## config.mk

```make
export PLATFORM = sky130hd
export DESIGN_NAME = code_lock_ctrl
export DESIGN_NICKNAME = d
export VERILOG_FILES = /design/src/rtl/lock_pkg.sv /design/src/rtl/unlock_timer.sv /design/src/rtl/code_lock_ctrl.sv
export SDC_FILE = /design/constraint.sdc
export NUM_CORES = 1
export LEC_CHECK = 0
export CELL_PAD_IN_SITES_DETAIL_PLACEMENT = 1
export CELL_PAD_IN_SITES_GLOBAL_PLACEMENT = 1
export CORE_ASPECT_RATIO = 0.75
export CORE_MARGIN = 10
export CORE_UTILIZATION = 46
export CTS_CLUSTER_DIAMETER = 150
export CTS_CLUSTER_SIZE = 20
export DETAILED_ROUTE_END_ITERATION = 10
export PLACE_DENSITY = 0.75
export SLEW_MARGIN = 20
export SYNTH_ARGS = -nofsm -noshare
export SYNTH_HDL_FRONTEND = slang
export SYNTH_SLANG_ARGS = --single-unit
```

## constraint.sdc

```tcl
create_clock -name clk -period 2.3 [get_ports clk]
set_clock_uncertainty 0.15 [all_clocks]
set_input_delay 0.345 -clock clk [delete_from_list [all_inputs] [get_ports clk]]
set_output_delay 0.345 -clock clk [all_outputs]
set_load 0.05 [all_outputs]
```

## src/rtl/lock_pkg.sv

```systemverilog
// Shared types and helpers for the keypad code lock controller.
// Holds the FSM state encoding and a constant ceil(log2) helper used for counter sizing.
package lock_pkg;

    localparam int STATE_W = 3;

    typedef enum logic [STATE_W-1:0] {
        IDLE    = 3'd0,
        SHIFT   = 3'd1,
        CHECK   = 3'd2,
        STORE   = 3'd3,
        OPEN    = 3'd4,
        LOCKOUT = 3'd5
    } lock_state_t;

    function automatic int lock_clog2(input int value);
        int w;
        w = 0;
        for (int v = value - 1; v > 0; v = v >> 1) begin
            w++;
        end
        return w;
    endfunction

endpackage

```

## src/rtl/unlock_timer.sv

```systemverilog
// Seconds timer shared by the open window and the alarm lockout.
// A TICK_DIV prescaler feeds a seconds down-counter; done pulses during the final clk cycle.
module unlock_timer
    import lock_pkg::*;
#(
    parameter int TICK_DIV = 4,
    parameter int SECS_W   = 8
) (
    input  logic              clk,
    input  logic              clr,
    input  logic              start,
    input  logic [SECS_W-1:0] secs,
    input  logic              abort,
    output logic              busy,
    output logic              done
);

    localparam int PRE_W = lock_clog2(TICK_DIV);

    logic [PRE_W-1:0]  pre_cnt;
    logic [SECS_W-1:0] sec_cnt;
    logic              pre_last;
    logic              sec_last;

    assign pre_last = (pre_cnt == PRE_W'(TICK_DIV - 1));
    assign sec_last = (sec_cnt <= SECS_W'(1));
    assign done     = busy && pre_last && sec_last;

    // Abort has priority over start so a key in the open window always stops the count.
    always_ff @(posedge clk or posedge clr) begin
        if (clr) begin
            busy    <= 1'b0;
            pre_cnt <= '0;
            sec_cnt <= '0;
        end else if (abort) begin
            busy    <= 1'b0;
            pre_cnt <= '0;
            sec_cnt <= '0;
        end else if (start) begin
            busy    <= 1'b1;
            pre_cnt <= '0;
            sec_cnt <= secs;
        end else if (busy) begin
            if (pre_last) begin
                pre_cnt <= '0;
                if (sec_last) begin
                    busy <= 1'b0;
                end else begin
                    sec_cnt <= sec_cnt - SECS_W'(1);
                end
            end else begin
                pre_cnt <= pre_cnt + PRE_W'(1);
            end
        end
    end

endmodule

```

## src/rtl/code_lock_ctrl.sv

```systemverilog
// Keypad code lock controller: digit entry, code check, bad-attempt alarm, timed open and programming.
// Optional keypad lockout after the alarm is enabled by defining LOCKOUT_EN.
module code_lock_ctrl
    import lock_pkg::*;
#(
    parameter  int CODE_LEN     = 4,
    parameter  int MAX_BAD      = 3,
    parameter  int TICK_DIV     = 50_000_000,
    parameter  int OPEN_SECS    = 10,
    parameter  int LOCKOUT_SECS = 30,
    localparam int CNT_W        = lock_clog2(CODE_LEN + 1)
) (
    input  logic             clk,
    input  logic             clr,
    input  logic             key,
    input  logic             pass_ok,
    output logic             sr_shift,
    output logic             sr_clear,
    output logic             code_load,
    output logic [CNT_W-1:0] digit_cnt,
    output logic [3:0]       bad_cnt,
    output logic             alarm,
    output logic             lock_open,
    output logic             prog_mode
);

    // The timer is sized for the longer of the two windows so one instance serves both.
    localparam int MAX_SECS = (OPEN_SECS > LOCKOUT_SECS) ? OPEN_SECS : LOCKOUT_SECS;
    localparam int SECS_W   = lock_clog2(MAX_SECS + 1);

    lock_state_t       state, state_n;
    logic [CNT_W-1:0]  digit_n;
    logic [3:0]        bad_n;
    logic [3:0]        bad_inc;
    logic              alarm_n, lock_n, prog_n;
    logic              shift_n, clear_n, load_n;
    logic              tmr_start, tmr_abort, tmr_busy, tmr_done;
    logic [SECS_W-1:0] tmr_secs;

    unlock_timer #(
        .TICK_DIV (TICK_DIV),
        .SECS_W   (SECS_W)
    ) u_timer (
        .clk   (clk),
        .clr   (clr),
        .start (tmr_start),
        .secs  (tmr_secs),
        .abort (tmr_abort),
        .busy  (tmr_busy),
        .done  (tmr_done)
    );

    assign bad_inc = (bad_cnt < 4'(MAX_BAD)) ? bad_cnt + 4'd1 : 4'(MAX_BAD);

    // All outputs are registered so every pulse is exactly one glitch-free clk cycle.
    always_ff @(posedge clk or posedge clr) begin
        if (clr) begin
            state     <= IDLE;
            digit_cnt <= '0;
            bad_cnt   <= '0;
            alarm     <= 1'b0;
            lock_open <= 1'b0;
            prog_mode <= 1'b0;
            sr_shift  <= 1'b0;
            sr_clear  <= 1'b0;
            code_load <= 1'b0;
        end else begin
            state     <= state_n;
            digit_cnt <= digit_n;
            bad_cnt   <= bad_n;
            alarm     <= alarm_n;
            lock_open <= lock_n;
            prog_mode <= prog_n;
            sr_shift  <= shift_n;
            sr_clear  <= clear_n;
            code_load <= load_n;
        end
    end

    always_comb begin
        state_n   = state;
        digit_n   = digit_cnt;
        bad_n     = bad_cnt;
        alarm_n   = alarm;
        lock_n    = lock_open;
        prog_n    = prog_mode;
        shift_n   = 1'b0;
        clear_n   = 1'b0;
        load_n    = 1'b0;
        tmr_start = 1'b0;
        tmr_abort = 1'b0;
        tmr_secs  = SECS_W'(OPEN_SECS);

        case (state)
            IDLE: begin
                if (key) begin
                    if (digit_cnt < CNT_W'(CODE_LEN)) begin
                        shift_n = 1'b1;
                        digit_n = digit_cnt + CNT_W'(1);
                        state_n = SHIFT;
                    end else begin
                        state_n = prog_mode ? STORE : CHECK;
                    end
                end
            end
            SHIFT: begin
                state_n = IDLE;
            end
            CHECK: begin
                clear_n = 1'b1;
                digit_n = '0;
                if (pass_ok) begin
                    lock_n    = 1'b1;
                    bad_n     = '0;
                    alarm_n   = 1'b0;
                    tmr_start = 1'b1;
                    state_n   = OPEN;
                end else begin
                    bad_n   = bad_inc;
                    state_n = IDLE;
                    if (bad_inc == 4'(MAX_BAD)) begin
                        alarm_n = 1'b1;
`ifdef LOCKOUT_EN
                        tmr_start = 1'b1;
                        tmr_secs  = SECS_W'(LOCKOUT_SECS);
                        state_n   = LOCKOUT;
`endif
                    end
                end
            end
            STORE: begin
                load_n  = 1'b1;
                clear_n = 1'b1;
                prog_n  = 1'b0;
                digit_n = '0;
                state_n = IDLE;
            end
            // Timer expiry beats a simultaneous key, so programming is never entered at the edge.
            OPEN: begin
                if (tmr_done || !tmr_busy) begin
                    lock_n  = 1'b0;
                    state_n = IDLE;
                end else if (key) begin
                    prog_n    = 1'b1;
                    lock_n    = 1'b0;
                    tmr_abort = 1'b1;
                    state_n   = IDLE;
                end
            end
`ifdef LOCKOUT_EN
            LOCKOUT: begin
                if (tmr_done || !tmr_busy) begin
                    state_n = IDLE;
                end
            end
`endif
            default: begin
                state_n = IDLE;
            end
        endcase
    end

endmodule

```

==> flow_summary.ini, run 1 <==
[synthesis]
synthAdderAreaFrac_pct = 2.51
synth_top_cell_area_share_pct = 48.1
seq_area_frac_synth_pct = 48.1
ys.flop_type = dfrtp_1
synth_top_family_by_area = simple AND/OR/NAND/NOR gates
synth_largest_area_cell = dfrtp_1
synthMuxAreaShare_pct = 2.15
syn_inst = 252
synth-xor-area-share_pct = 7.36
synth_nets = 261
synth_compound_area_share_pct = 9.27
yosys.area_share.simple_pct = 28.1
async_reset_ff_share_pct = 100
synthTopCellsByArea = dfrtp_1, nor2_1, xnor2_1
synthDistinctLibCells = 43
synth-edff-count = 0
synth_warnings = 0
synth_area_um2 = 2500
synth_seq_cells = 48
avgSynthCellArea_um2 = 9.91

[finish]
layout_commonest_cell = dfrtp_1
drive_above_1_share_pct = 12.8
final_util_pct = 55.0
syn2layout_area_growth_pct = 16.7
n_fill_cell = 626
diodes = 0
seq_area_um2 = 1200
multiInputGateArea_um2 = 1230
design_area_um2 = 2910
layout_common_cells = dfrtp_1, nor2_1, nand2_1, clkdlybuf4s50_1
nNetsFinal = 289

[die]
dieWidth_um = 105
dieArea_um2 = 8810
ioPinCount = 17
initial_utilization_pct = 47.2
rows = 23
core_um2 = 5300
fp.dieH_um = 83.8

[global_routing]
antenna_found_initial = 0
grt.total_usage_pct = 14.0
grt_pass1_vias = 2043
grt_max_degree = 30
grt_pass1_wl_um = 10300
grt_overflow = 0

[clock_tree]
cts_setup_buffers = 0
cts_made_buffers = 5
clkTransAtPathRegs_ns = 0.09
hold_buffers = 0
htree_levels = 2
clock-root-buffer = clkbuf_8
cts_resized = 0
clk_latency_ns = 0.30
cts_num_sinks = 48
tritoncts = built
cts_buffer_depth = 2

[drt]
antenna_left = 0
wl_per_cell_um = 16.3
drc = 0
drt-initial-drc-count = 75
viasPerCell = 5.43
first_pass_iters = 4
totalWireLength_um = 5800
vias = 1933

[critical_path]
crit_path_cell_trace = ha_1 -> nor4b_2 -> nand4_2 -> nor4_2 -> xnor2_1 -> nor2_1
worstReg2RegEnd = u_timer.sec_cnt[0]
cp_top_family = simple AND/OR/NAND/NOR gates
worstPathArrival_ns = 2.16
critPathCaptureType = flip-flop
path_class = reg2reg
start_kind = flip-flop
cp_max_fo = 5
r2r_cells = 6
path_buf_inv = 0
r2r_slack_ns = 0.17
slowest_delay_ns = 0.43
startpoint = u_timer.pre_cnt[1]
required_ns = 2.33
r2r_start = u_timer.pre_cnt[1]
slowest_stage = nor4_2

[worst_hold_path]
min_path_type = in2async

[placed_design]
gp_congestion = 0.796
hpwl_um = 4290
post_dp_cell_area_um2 = 2820
io_buffers = 16

[job]
cap_violations = 0

[pwr]
power_mw = 3.15
powerDensity_nw_per_um2 = 1080
leakage_nw = 1.25
peakVddDrop_mv = 0.666

[timing]
hold_violations = 0
rsz0062_at_grt = false
holdWs_ns = 0.208
setup_viol_count_final = 0
slew_headroom_pct = 64.9
tns_ns = 0
maxSlewViolCount = 0
fin_crit_sh_pct = 92.7
fmax_ghz = 0.469
tightest_slew_ns = 0.525
fin_crit_ns = 2.13

[status]
status = finished clean
-- registers in the layout, indices dropped and copies added (netlist names), 3 cells and up --
name             flops
bad_cnt              4
state                3
digit_cnt            3
u_timer.sec_cnt      5
u_timer.pre_cnt     26
-- worst max-delay path by stage --
stage,endpoint,depth (start not counted)
6_report,u_timer.sec_cnt[0],6
5_1_grt,u_timer.sec_cnt[0],6
4_1_cts,u_timer.sec_cnt[0],6
3_5_place_dp,u_timer.sec_cnt[0],6
3_3_place_gp,u_timer.sec_cnt[4],6
2_1_floorplan,u_timer.pre_cnt[14],7
-- per-stage QoR --
step           setup WS [ns]  cells
4_1_cts                0.172    356
3_5_place_dp           0.188    348
6_report               0.169    356
2_1_floorplan          0.349    252
5_1_grt              0.00664    356
3_3_place_gp           0.279    348
-- kinds of logic (layout without fill, tap and decap cells) --
logic type / after synthesis / after routing
AO/OA/AOI/OAI: 33 / 33
multiplexers: 5 / 5
adder cells (fa/ha/maj): 5 / 5
XOR/XNOR: 21 / 21
flip-flops: 48 / 48
AND/OR/NAND/NOR: 127 / 127
buffers and inverters: 13 / 42
-- power breakdown --
part	switching, mW	internal [mW]	total (mW)
sequential	0.284	1.07	1.36
clock	0.295	0.241	0.536
combinational	0.771	0.488	1.26
total	1.35	1.80	3.15
-- per-layer routing --
| layer | wire length (um) | vias to the layer above | global-route usage [%] |
|---|---|---|---|
| li1 | - | 942 | - |
| met1 | 3010 | 967 | 19.3 |
| met2 | 2530 | 18 | 21.5 |
| met3 | 223 | 6 | 3.78 |
| met4 | 40 | 0 | 3.11 |
| met5 | 0 | - | 0 |
-- area by class of cell --
cell class / instances / area share, %
clock buffer: 6 / 2.83
clock inverter: 2 / 0.343
inverter: 7 / 0.902
multi-input combinational: 191 / 42.3
sequential: 48 / 41.2
tap: 75 / 3.22
timing repair buffer: 27 / 9.19
-- cell usage after synthesis (6+ instances only) --
library cell  number
xor2_1             8
xnor2_1           13
nor3_1             6
o21ai_0            7
nand3_1           11
inv_1              7
nand4_1           10
a21oi_1           13
nor2_1            39
nand2_1           21
dfrtp_1           48
No activity file was read; power rests on OpenSTA's default activity.
==> inputs of run 2 (changes only) <==
--- a/config.mk
+++ b/config.mk
@@ -11,7 +11,7 @@
 export CORE_MARGIN = 10
 export CORE_UTILIZATION = 46
 export CTS_CLUSTER_DIAMETER = 150
-export CTS_CLUSTER_SIZE = 20
+export CTS_CLUSTER_SIZE = 8
 export DETAILED_ROUTE_END_ITERATION = 10
 export PLACE_DENSITY = 0.75
 export SLEW_MARGIN = 20
==> results of run 2 <==
The final DEF is identical to that of run 1; final timing and power are the same.
==> inputs of run 3 (changes only) <==
--- a/config.mk
+++ b/config.mk
@@ -9,11 +9,11 @@
 export CELL_PAD_IN_SITES_GLOBAL_PLACEMENT = 1
 export CORE_ASPECT_RATIO = 0.75
 export CORE_MARGIN = 10
-export CORE_UTILIZATION = 46
+export CORE_UTILIZATION = 49
 export CTS_CLUSTER_DIAMETER = 150
 export CTS_CLUSTER_SIZE = 8
 export DETAILED_ROUTE_END_ITERATION = 10
-export PLACE_DENSITY = 0.75
+export PLACE_DENSITY = 0.79
 export SLEW_MARGIN = 20
 export SYNTH_ARGS = -nofsm -noshare
 export SYNTH_HDL_FRONTEND = slang
==> constraint.sdc (replaced) <==
create_clock -name clk -period 2.5 [get_ports clk]
set_clock_uncertainty 0.15 [all_clocks]
set_input_delay 0.375 -clock clk [delete_from_list [all_inputs] [get_ports clk]]
set_output_delay 0.375 -clock clk [all_outputs]
set_load 0.05 [all_outputs]
==> run 3 against run 2 <==
  * Worst setup slack improved by 0.044 ns
  * Via count up 2.3%
  * Count of clock-buffer cells in the layout unchanged
  * Largest power group unchanged
  * Largest cell class unchanged
  * Sequential power shrank 8%
  * Critical path depth unchanged
  * Hold slack better by 0.052 ns
  * First-iteration DRC count is 31% higher
  * Die area is 4.8% lower
  * Highest routed layer unchanged
  * Fmax fell by 6.8%
==> flow_summary.ini, run 3 (synthesized netlist as in run 1, its figures left out) <==
[timing]
holdWs_ns = 0.261
fmax_ghz = 0.437
setup_viol_count_final = 0
rsz0062_at_grt = false
hold_violations = 0
maxSlewViolCount = 0
fin_crit_ns = 2.29
setup_slack_ns = 0.213
tightest_slew_ns = 0.547
slew_headroom_pct = 63.6
fin_crit_sh_pct = 91.5
tns_ns = 0

[die]
ioPinCount = 17
rows = 22
fp.dieH_um = 81.8
initial_utilization_pct = 51.0
core_um2 = 4900
dieWidth_um = 102
dieArea_um2 = 8380

[pwr]
powerDensity_nw_per_um2 = 1010
pwr-share-comb_pct = 40.0
leakage_nw = 1.24
peakVddDrop_mv = 0.756
switching_share_pct = 43.4
power_mw = 2.90
p_switching_mw = 1.26
internal-power_mw = 1.64
p_clk_share_pct = 16.9
power.share.sequential_pct = 43.1

[drt]
antenna_left = 0
wl_per_cell_um = 17.9
first_pass_iters = 4
drc = 0
viasPerCell = 5.85
vias = 1977
totalWireLength_um = 6060
drt-initial-drc-count = 98

[clock_tree]
clkTransAtPathRegs_ns = 0.09
cts_buffer_depth = 2
clock-root-buffer = clkbuf_8
htree_levels = 2
hold_buffers = 0
tritoncts = built
clk_latency_ns = 0.31
cts_made_buffers = 5
cts_num_sinks = 48

[critical_path]
worstPathArrival_ns = 2.36
crit_path_cell_trace = ha_1 -> nor4b_2 -> nand4_2 -> o31ai_4 -> o21ai_2 -> a31oi_1
slowest_stage = dfrtp_1
start_kind = flip-flop
path_class = reg2reg
critPathCaptureType = flip-flop
path_buf_inv = 0
cp_top_family = compound AO/OA/AOI/OAI gates
cp_max_fo = 11
required_ns = 2.58
slowest_delay_ns = 0.43

[finish]
n_fill_cell = 571
layout_commonest_cell = dfrtp_1
drive_above_1_share_pct = 11.9
largest_reg_flops = 26
largest_register = u_timer.pre_cnt
multiInputGateArea_um2 = 1230
seq_area_um2 = 1200
nNetsFinal = 286
reg_top3 = u_timer.pre_cnt x26, u_timer.sec_cnt x5, bad_cnt x4
final_util_pct = 58.4
diodes = 0
layout_common_cells = dfrtp_1, nor2_1, nand2_1, clkdlybuf4s50_1
syn2layout_area_growth_pct = 14.5

[status]
status = finished clean

[job]
cap_violations = 0

[global_routing]
grt_overflow = 0
grt.total_usage_pct = 16.3
grt_pass1_wl_um = 10700
grt_max_degree = 28
grt_pass1_vias = 2068
antenna_found_initial = 0

[placed_design]
hpwl_um = 4510
gp_congestion = 0.836
io_buffers = 16
place_worst_setup_slack_ns = 0.240

[worst_hold_path]
min_path_type = in2async
## run 3: changes by cell type in the layout (fill, tap and decap cells not counted), sizes merged
cell	previous run	this run
buf	11	8
## run 3: through the flow
step / std cells / area [um2]
6_report: 338 / 2860
5_1_grt: 338 / 2860
4_1_cts: 338 / 2860
3_5_place_dp: 330 / 2770
3_3_place_gp: 330 / 2770
2_1_floorplan: 252 / 2500
## run 3: final timing paths
check / from / end / slack (ns) / depth (start not counted)
worst min register to register: alarm / alarm / 0.37 / 2
worst min-delay path: clr / u_timer.pre_cnt[10] / 0.26 / 2
max in group asynchronous: clr / u_timer.pre_cnt[13] / 1.41 / 3
worst max-delay path: u_timer.pre_cnt[1] / u_timer.pre_cnt[19] / 0.21 / 6
worst max register to register: u_timer.pre_cnt[1] / u_timer.pre_cnt[19] / 0.21 / 6
min in group clk: alarm / alarm / 0.37 / 2
## run 3: timing repair
item,CTS,global route
resized for setup,0,1
setup endpoints to repair,0,1
buffers inserted,0,0
## run 3: power groups by stage
stage | clock network [mW] | logic, mW | registers (mW)
3_5_place_dp | 0 | 1.16 | 1.26
5_1_grt | 0.540 | 1.28 | 1.30
2_1_floorplan | 0 | 0.574 | 1.45
3_3_place_gp | 0 | 1.12 | 1.25
4_1_cts | 0.505 | 1.17 | 1.25
6_report | 0.491 | 1.16 | 1.25
## run 3: area by class of cell
type                       count  area share [%]
clock buffer                   6            2.89
sequential                    48            42.0
inverter                       7           0.919
multi-input combinational    191            43.1
tap                           60            2.62
clock inverter                 2           0.350
timing repair buffer          24            8.14
## run 3: layer usage
metal	up-vias	global-route usage [%]	wire length [um]
li1	939	-	-
met4	0	4.92	87
met5	-	0	0
met1	1000	22.6	2980
met3	10	3.61	223
met2	28	24.9	2770
